## src/rtl/shift_frame_controller.sv

```systemverilog
`timescale 1ns/1ps
// Frame sequencer for a free-running serial shift register: serializes a word LSB-first,
// waits out the register latency and recovers it. Optional parity: define SERIAL_PARITY_EN.
//
// state | meaning
// IDLE  | txReady high, waiting for txValid
// SHIFT | driving frame bits onto serOut, capture may already run if LAT < NB
// DRAIN | serOut low, capturing the remaining returning bits
// DONE  | publish rxData with a one-cycle rxValid
module shift_frame_controller #(
  parameter int WIDTH = 8,
  parameter int LAT   = 8
) (
  input  logic             clk,
  input  logic             rst,
  input  logic [WIDTH-1:0] txData,
  input  logic             txValid,
  output logic             txReady,
  output logic             serOut,
  input  logic             serIn,
  output logic [WIDTH-1:0] rxData,
  output logic             rxValid,
  output logic             busy
`ifdef SERIAL_PARITY_EN
  ,
  output logic             rxParErr
`endif
);

`ifdef SERIAL_PARITY_EN
  localparam int NB = WIDTH + 1;
`else
  localparam int NB = WIDTH;
`endif
  localparam int F  = LAT + NB;
  localparam int CW = $clog2(F);

  typedef enum logic [1:0] {IDLE, SHIFT, DRAIN, DONE} state_t;

  state_t        state;
  logic [CW-1:0] tmr;
  logic [NB-2:0] txBuf;
  logic [NB-1:0] rxBuf;
  logic [NB-1:0] frame;

`ifdef SERIAL_PARITY_EN
  assign frame = {^txData, txData};
`else
  assign frame = txData;
`endif

  // tmr counts down from F-1; frame cycle c corresponds to tmr == F-1-c,
  // so capture window LAT..F-1 is tmr <= NB-1 and the last SHIFT cycle is tmr == LAT.
  always_ff @(posedge clk) begin
    if (rst) begin
      state   <= IDLE;
      tmr     <= '0;
      txBuf   <= '0;
      rxBuf   <= '0;
      serOut  <= 1'b0;
      rxData  <= '0;
      rxValid <= 1'b0;
      busy    <= 1'b0;
      txReady <= 1'b1;
`ifdef SERIAL_PARITY_EN
      rxParErr <= 1'b0;
`endif
    end else begin
      rxValid <= 1'b0;
      case (state)
        IDLE: begin
          if (txValid && txReady) begin
            serOut  <= frame[0];
            txBuf   <= frame[NB-1:1];
            tmr     <= CW'(F - 1);
            txReady <= 1'b0;
            busy    <= 1'b1;
            state   <= SHIFT;
          end
        end
        SHIFT: begin
          txBuf <= txBuf >> 1;
          if (tmr == CW'(LAT)) begin
            serOut <= 1'b0;
            state  <= DRAIN;
          end else begin
            serOut <= txBuf[0];
          end
          if (tmr <= CW'(NB - 1)) rxBuf <= {serIn, rxBuf[NB-1:1]};
          tmr <= tmr - CW'(1);
        end
        DRAIN: begin
          if (tmr <= CW'(NB - 1)) rxBuf <= {serIn, rxBuf[NB-1:1]};
          if (tmr == '0) state <= DONE;
          else tmr <= tmr - CW'(1);
        end
        DONE: begin
          rxData  <= rxBuf[WIDTH-1:0];
          rxValid <= 1'b1;
`ifdef SERIAL_PARITY_EN
          rxParErr <= ^rxBuf;
`endif
          txReady <= 1'b1;
          busy    <= 1'b0;
          state   <= IDLE;
        end
        default: state <= IDLE;
      endcase
    end
  end

endmodule
```

## config.mk

```make
export PLATFORM = sky130hd
export DESIGN_NAME = shift_frame_controller
export DESIGN_NICKNAME = d
export VERILOG_FILES = /design/src/rtl/shift_frame_controller.sv
export SDC_FILE = /design/constraint.sdc
export NUM_CORES = 1
export LEC_CHECK = 0
export ABC_AREA = 0
export CELL_PAD_IN_SITES_DETAIL_PLACEMENT = 1
export CELL_PAD_IN_SITES_GLOBAL_PLACEMENT = 1
export CORE_UTILIZATION = 37
export CTS_BUF_LIST = sky130_fd_sc_hd__clkbuf_4 sky130_fd_sc_hd__clkbuf_8
export DETAILED_ROUTE_END_ITERATION = 8
export PLACE_DENSITY_LB_ADDON = 0.1
export SYNTH_ARGS = -nofsm -noshare
export SYNTH_HDL_FRONTEND = slang
export SYNTH_SLANG_ARGS = --single-unit
```

## constraint.sdc

```tcl
create_clock -name clk -period 1.58 [get_ports clk]
set_input_delay 0.316 -clock clk [delete_from_list [all_inputs] [get_ports clk]]
set_output_delay 0.316 -clock clk [all_outputs]
set_load 0.01 [all_outputs]
```

==> flow_metrics.env, run 1 <==
export IMPL_routed_wl_mm=4.00
export IMPL_grt_usage_pct=19.0
export IMPL_maxSlewViolCount=0
export IMPL_dp_hpwl_mm=2.66
export IMPL_p_switching_w=0.00140
export IMPL_fp_dieH_um=65.4
export IMPL_outcome="finished clean"
export IMPL_wire_per_inst_um=15.9
export IMPL_ys_seq_area_share_pct=44.4
export IMPL_comb_power_share_pct=47.8
export IMPL_synth_seq_cells=33
export IMPL_critical_path_arrival_ps=1770
export IMPL_max_freq_mhz=642
export IMPL_p_leak_nw=0.765
export IMPL_synth_top_area_cell="dfxtp_1"
export IMPL_antenna_left=0
export IMPL_synthTopCellsByArea="dfxtp_1 44%, mux2i_1 11%, a21oi_1 6.1%"
export IMPL_p_clk_share_pct=21.7
export IMPL_num_rows=22
export IMPL_cts_sinks=33
export IMPL_ir_drop_mv=0.937
export IMPL_finalSetupViolCount=0
export IMPL_start_kind="register"
export IMPL_drt_iter0_drc=73
export IMPL_cts_buffers_inserted=5
export IMPL_clock_latency_ps=280
export IMPL_layout_setup_ws_ps=21.3
export IMPL_cp_end_kind="register"
export IMPL_tns_ps=0
export IMPL_worstPathCellList="inv_2 > ha_4 > or3b_4 > a221oi_4 > mux2i_1"
export IMPL_synth_fp_nets=183
export IMPL_die_x_um=65.4
export IMPL_synth_most_common_cell="dfxtp_1"
export IMPL_clock_skew_ps=1.47
export IMPL_crit_path_top_delay_cell="or3b_4"
export IMPL_drive_above_1_share_pct=22.7
export IMPL_grt_pass1_wl_mm=6.00
export IMPL_num_vias=1308
export IMPL_antenna_found_initial=0
export IMPL_final_cell_area_um2=2050
export IMPL_num_antenna_cells=0
export IMPL_ys_flop_type="dfxtp_1"
export IMPL_relSlewSlack_pct=74.5
export IMPL_gp_congestion=0.786
export IMPL_overflow=0
export IMPL_htree_num_levels=2
export IMPL_synth_top_cells_by_count="33 x dfxtp_1, 23 x nand2_1, 18 x a21oi_1"
export IMPL_holdWs_ps=458
export IMPL_yosys_cell_types_count=35
export IMPL_final_util_pct=54.2
export IMPL_place_ws_ps=-132
export IMPL_yosysWarnings=0
export IMPL_cts_root_buf="clkbuf_8"
export IMPL_place_area_um2=1840
export IMPL_port_buffers=23
export IMPL_cts_tree="done"
export IMPL_async_reset_ff_share_pct=0
export IMPL_area_growth_pct=37.4
export IMPL_io_pin_count=24
export IMPL_worstPathRequired_ps=1790
export IMPL_nNetsFinal=220
export IMPL_first_pass_iters=4
export IMPL_criticalPathCategory="reg -> reg"
export IMPL_rsz0062_at_grt="yes"
export IMPL_core_um2=3770
export IMPL_hold_viol=0
export IMPL_grt_pass1_vias=1322
export IMPL_drc=0
export IMPL_via_per_inst=5.21
export IMPL_worst_slew_pin_slew_ps=379
export IMPL_synth_cells=165
export IMPL_dieArea_um2=4280
export IMPL_powerDensity_nw_per_um2=1880
export IMPL_cap_violations=0
export IMPL_synth_area_um2=1490
export IMPL_clkTransAtPathRegs_ps=70
export IMPL_synth_top_cell_area_share_pct=44.4
export IMPL_holdCritPathClass="reg -> reg"
export IMPL_fin_crit_ps=1560
export IMPL_clk_path_buf_depth=2
export IMPL_p_int_w=0.00244
export IMPL_start_util_pct=39.5
export IMPL_synth_edf_count=0
export IMPL_seq_power_share_pct=30.5
export IMPL_cp_max_fo=2
export IMPL_switching_share_pct=36.4
export IMPL_slowest_delay_ps=380
export IMPL_synth_area_per_cell_um2=9.02
export IMPL_period_share_pct=98.7
export IMPL_grt_max_degree=17
-- metrics by stage --
step	std cells	total power (W)
after global placement	241	0.00267
after detailed placement	241	0.00275
after floorplan	165	0.00218
after global routing	251	0.00409
final	251	0.00384
after CTS	249	0.00369
-- power groups by stage --
stage	Clock (W)	Combinational (W)	Sequential [W]
2_1_floorplan	0	0.000998	0.00118
3_3_place_gp	0	0.00151	0.00116
3_5_place_dp	0	0.00158	0.00117
4_1_cts	0.000854	0.00168	0.00116
5_1_grt	0.000895	0.00199	0.00120
6_report	0.000831	0.00184	0.00117
-- critical path, delay by kind of cell, from the launching register on --
kind / cells / cell delay [ps]
compound gates: 1 / 360
simple gates: 1 / 380
mux: 1 / 210
fa+ha+maj: 1 / 130
flops: 1 / 330
buf+inv: 1 / 80
-- state kept, by name (all words and copies together) (netlist names) --
register,count
rxBuf,8
rxData,8
txBuf,7
tmr,4
state,2
busy,1
rxValid,1
serOut,1
txReady,1
-- routing by layer --
metal  wire [um]  share of wire [%]  GRT usage [%]  up-vias
li1            -                  -              -      648
met1        1800                 45           22.1      627
met2        2010                 50           31.7       31
met3         147                3.7           4.86        2
met4          36               0.90           10.3        0
met5           0                  0              0        -
-- layout make-up --
cell class	instances	area (um^2)
Timing Repair Buffer	41	368
Sequential cell	33	664
Fill cell	432	1730
Clock buffer	7	90.1
Multi-Input combinational cell	114	807
Inverter	7	26.3
Tap cell	48	60.1
Clock inverter	1	30.0
-- layout by cell type (no fill, tap or decap), types with 2 or more instances in the layout --
master,Yosys,routed
buf_4,1,18
a21oi_1,18,18
nand3_1,3,2
a2111oi_2,0,2
nand2_1,23,23
nor2b_1,2,2
clkdlybuf4s50_1,0,22
inv_1,7,4
dfxtp_1,33,30
nand3b_1,2,2
o21ai_0,4,4
dfxtp_2,0,3
ha_1,6,2
nor4_1,2,2
a211oi_1,7,7
mux2i_1,16,16
and3_1,2,2
nand2b_1,2,2
nor2_1,12,11
ha_2,0,3
inv_2,0,3
clkbuf_8,0,6
-- final timing paths --
| kind | from | to | slack (ps) | depth (start not counted) |
|---|---|---|---|---|
| min | rxBuf[0]$_SDFFE_PP0P_ | rxBuf[0]$_SDFFE_PP0P_ | 460 | 2 |
| max | tmr[0]$_SDFFE_PP0P_ | state[0]$_SDFFE_PP0P_ | 20 | 5 |
| min reg2reg | rxBuf[0]$_SDFFE_PP0P_ | rxBuf[0]$_SDFFE_PP0P_ | 460 | 2 |
| max reg2reg | tmr[0]$_SDFFE_PP0P_ | state[0]$_SDFFE_PP0P_ | 20 | 5 |
-- kinds of logic after synthesis --
| family | share of synthesized area [%] |
|---|---|
| buf+inv | 5.55 |
| compound gates | 16.6 |
| mux | 10.8 |
| flops | 44.4 |
| fa+ha+maj | 5.04 |
| simple gates | 17.6 |
-- what timing repair did --
action                                  4_1_cts  5_1_grt
resized for setup                             7       14
gates cloned                                  0        0
endpoints found under the setup margin       12       15
setup buffers                                 0        2
pin swaps                                     2        2
hold buffers                                  0        0
No activity file was read; power rests on OpenSTA's default activity.
==> run 2: changes to the inputs <==
--- a/config.mk
+++ b/config.mk
@@ -12,6 +12,8 @@
 export CTS_BUF_LIST = sky130_fd_sc_hd__clkbuf_4 sky130_fd_sc_hd__clkbuf_8
 export DETAILED_ROUTE_END_ITERATION = 8
 export PLACE_DENSITY_LB_ADDON = 0.1
+export SETUP_SLACK_MARGIN = 0.4
 export SYNTH_ARGS = -nofsm -noshare
 export SYNTH_HDL_FRONTEND = slang
 export SYNTH_SLANG_ARGS = --single-unit
+export TNS_END_PERCENT = 30
==> run 2 against run 1 <==
Worst setup slack worse by 53 ps. Sequential cell count unchanged. Total power grew 11%. Clock power increased by 2%. Sequential power grew 7%. Via count rose by 3.2%. First-iteration DRC count increased by 2.7%. Highest routed layer unchanged. Clock skew is 2.2 ps higher. Critical path depth up 2. Routed wire length rose by 11%. The flow now finishes with violations (setup timing). Critical path type unchanged. Register-to-register slack got worse by 50 ps. Critical endpoint is now tmr[0]$_SDFFE_PP0P_.
==> flow_metrics.env, run 2 (synthesized netlist as in run 1, its figures left out) <==
export IMPL_outcome="complete, but fails checks"
export IMPL_violations="setup timing"
export IMPL_reg_largest_list="rxBuf x8, rxData x8, txBuf x7"
export IMPL_hold_depth=2
export IMPL_r2r_setup_slack_ps=-30
export IMPL_wire_per_inst_um=17.6
export IMPL_maxSlewViolCount=0
export IMPL_holdWs_ps=459
export IMPL_power_w=0.00424
export IMPL_htree_num_levels=2
export IMPL_layout_setup_ws_ps=-31.4
export IMPL_io_pin_count=24
export IMPL_drive_above_1_share_pct=37.6
export IMPL_grt_pass1_vias=1396
export IMPL_first_pass_iters=4
export IMPL_dp_hpwl_mm=2.79
export IMPL_overflow=0
export IMPL_worst_slew_pin_slew_ps=433
export IMPL_hold_buffers=0
export IMPL_cp_max_fo=4
export IMPL_slowest_delay_ps=360
export IMPL_start_kind="register"
export IMPL_num_antenna_cells=0
export IMPL_critical_path_arrival_ps=1790
export IMPL_via_per_inst=5.34
export IMPL_area_growth_pct=46.6
export IMPL_worstPathRequired_ps=1760
export IMPL_fp_dieH_um=65.4
export IMPL_rsz0062_at_grt="yes"
export IMPL_final_common_cell="nand2_1"
export IMPL_final_cell_mix="23 x nand2_1, 22 x dfxtp_1, 17 x buf_4"
export IMPL_relSlewSlack_pct=70.9
export IMPL_finalSetupViolCount=2
export IMPL_hold_path_endpoint="rxBuf[0]$_SDFFE_PP0P_"
export IMPL_reg2reg_depth=7
export IMPL_clkTransAtPathRegs_ps=70
export IMPL_finalNonFillerCells=253
export IMPL_r2r_start="tmr[1]$_SDFFE_PP0P_"
export IMPL_num_rows=22
export IMPL_antenna_left=0
export IMPL_num_vias=1350
export IMPL_holdCritPathClass="reg -> reg"
export IMPL_antenna_found_initial=0
export IMPL_cts_sinks=33
export IMPL_crit_path_top_delay_cell="dfxtp_2"
export IMPL_start_util_pct=39.5
export IMPL_port_buffers=23
export IMPL_gp_congestion=0.837
export IMPL_core_um2=3770
export IMPL_p_leak_nw=0.825
export IMPL_grt_usage_pct=20.8
export IMPL_cp_end_kind="register"
export IMPL_powerDensity_nw_per_um2=1940
export IMPL_cap_violations=0
export IMPL_fin_crit_ps=1610
export IMPL_drt_iter0_drc=75
export IMPL_clock_latency_ps=290
export IMPL_dpl_cell_count=236
export IMPL_grt_max_degree=14
export IMPL_cts_tree="done"
export IMPL_ir_drop_mv=1.26
export IMPL_tns_ps=-33.4
export IMPL_hold_viol=0
export IMPL_criticalPathCategory="reg -> reg"
export IMPL_period_share_pct=102
export IMPL_cts_buffers_inserted=5
export IMPL_routed_wl_mm=4.45
export IMPL_place_area_um2=1880
export IMPL_worstHoldStart="rxBuf[0]$_SDFFE_PP0P_"
export IMPL_drc=0
export IMPL_r2r_end="tmr[0]$_SDFFE_PP0P_"
export IMPL_max_freq_mhz=621
export IMPL_nNetsFinal=222
export IMPL_final_cell_area_um2=2180
export IMPL_dieArea_um2=4280
export IMPL_clock_skew_ps=3.62
export IMPL_clk_path_buf_depth=2
export IMPL_worstPathCellList="inv_2 > ha_4 > buf_4 > buf_6 > nand4bb_1 > nand3_2 > a221oi_2"
export IMPL_die_x_um=65.4
export IMPL_cts_root_buf="clkbuf_8"
export IMPL_grt_pass1_wl_mm=6.68
-- run 2: area by class of cell --
| type | count | area, um^2 |
|---|---|---|
| flip-flops and latches | 33 | 677 |
| multi-input cells | 114 | 917 |
| inverters | 7 | 31.3 |
| clock buffers | 7 | 90.1 |
| repair buffers | 43 | 378 |
| well taps | 48 | 60.1 |
| fillers | 423 | 1590 |
| clock inverters | 1 | 30.0 |
-- run 2: worst max-delay path, delay by kind of cell, from the launching register on --
family,cells,cell delay [ps]
adder cells (fa/ha/maj),1,160
flip-flops,1,360
AND/OR/NAND/NOR,2,310
buffers and inverters,3,320
AO/OA/AOI/OAI,1,360
-- run 2: repair_timing --
action                     CTS  global route
gates cloned                 0             0
buffers inserted             5             4
pin swaps                    4             9
gates resized for setup     39            28
setup endpoints to repair   44            43
-- run 2: routing by layer --
layer	up-vias	wire (um)	part of all wire [%]	global-route usage, %
li1	652	-	-	-
met1	657	1930	43	25.7
met2	31	2260	51	34.9
met3	10	180	4.0	5.56
met4	0	85	1.9	6.52
met5	-	0	0	0
-- run 2: metrics by stage --
stage                     util [%]  setup WS, ps
after floorplan                  -           117
after global placement        49.8         -19.4
after detailed placement      49.8         -86.2
after CTS                     55.2          19.5
after global routing          57.9         -82.5
final                         57.9         -31.4
-- run 2: report_power, final --
| group | leakage [nW] | switching [W] | total (W) | internal [W] |
|---|---|---|---|---|
| Clock | 0.0619 | 0.000313 | 0.000844 | 0.000531 |
| Combinational | 0.489 | 0.00111 | 0.00215 | 0.00103 |
| Sequential | 0.274 | 0.000200 | 0.00125 | 0.00105 |
| Total | 0.825 | 0.00162 | 0.00424 | 0.00262 |
-- run 2: worst max path at each step --
stage | from | endpoint | slack, ps | depth (start not counted)
after floorplan | tmr[1]$_SDFFE_PP0P_ | state[1]$_SDFFE_PP0P_ | 120 | 5
after global placement | txValid | tmr[0]$_SDFFE_PP0P_ | -20 | 4
after detailed placement | txValid | tmr[0]$_SDFFE_PP0P_ | -90 | 4
after CTS | tmr[0]$_SDFFE_PP0P_ | state[1]$_SDFFE_PP0P_ | 20 | 5
after global routing | tmr[1]$_SDFFE_PP0P_ | tmr[0]$_SDFFE_PP0P_ | -80 | 7
final | tmr[1]$_SDFFE_PP0P_ | tmr[0]$_SDFFE_PP0P_ | -30 | 7
==> run 3: changes to the inputs <==
--- a/config.mk
+++ b/config.mk
@@ -6,6 +6,7 @@
 export NUM_CORES = 1
 export LEC_CHECK = 0
 export ABC_AREA = 0
+export CAP_MARGIN = 20
 export CELL_PAD_IN_SITES_DETAIL_PLACEMENT = 1
 export CELL_PAD_IN_SITES_GLOBAL_PLACEMENT = 1
 export CORE_UTILIZATION = 37
==> results of run 3 <==
Same layout as run 2: the final DEF is identical, and so are final timing and power.
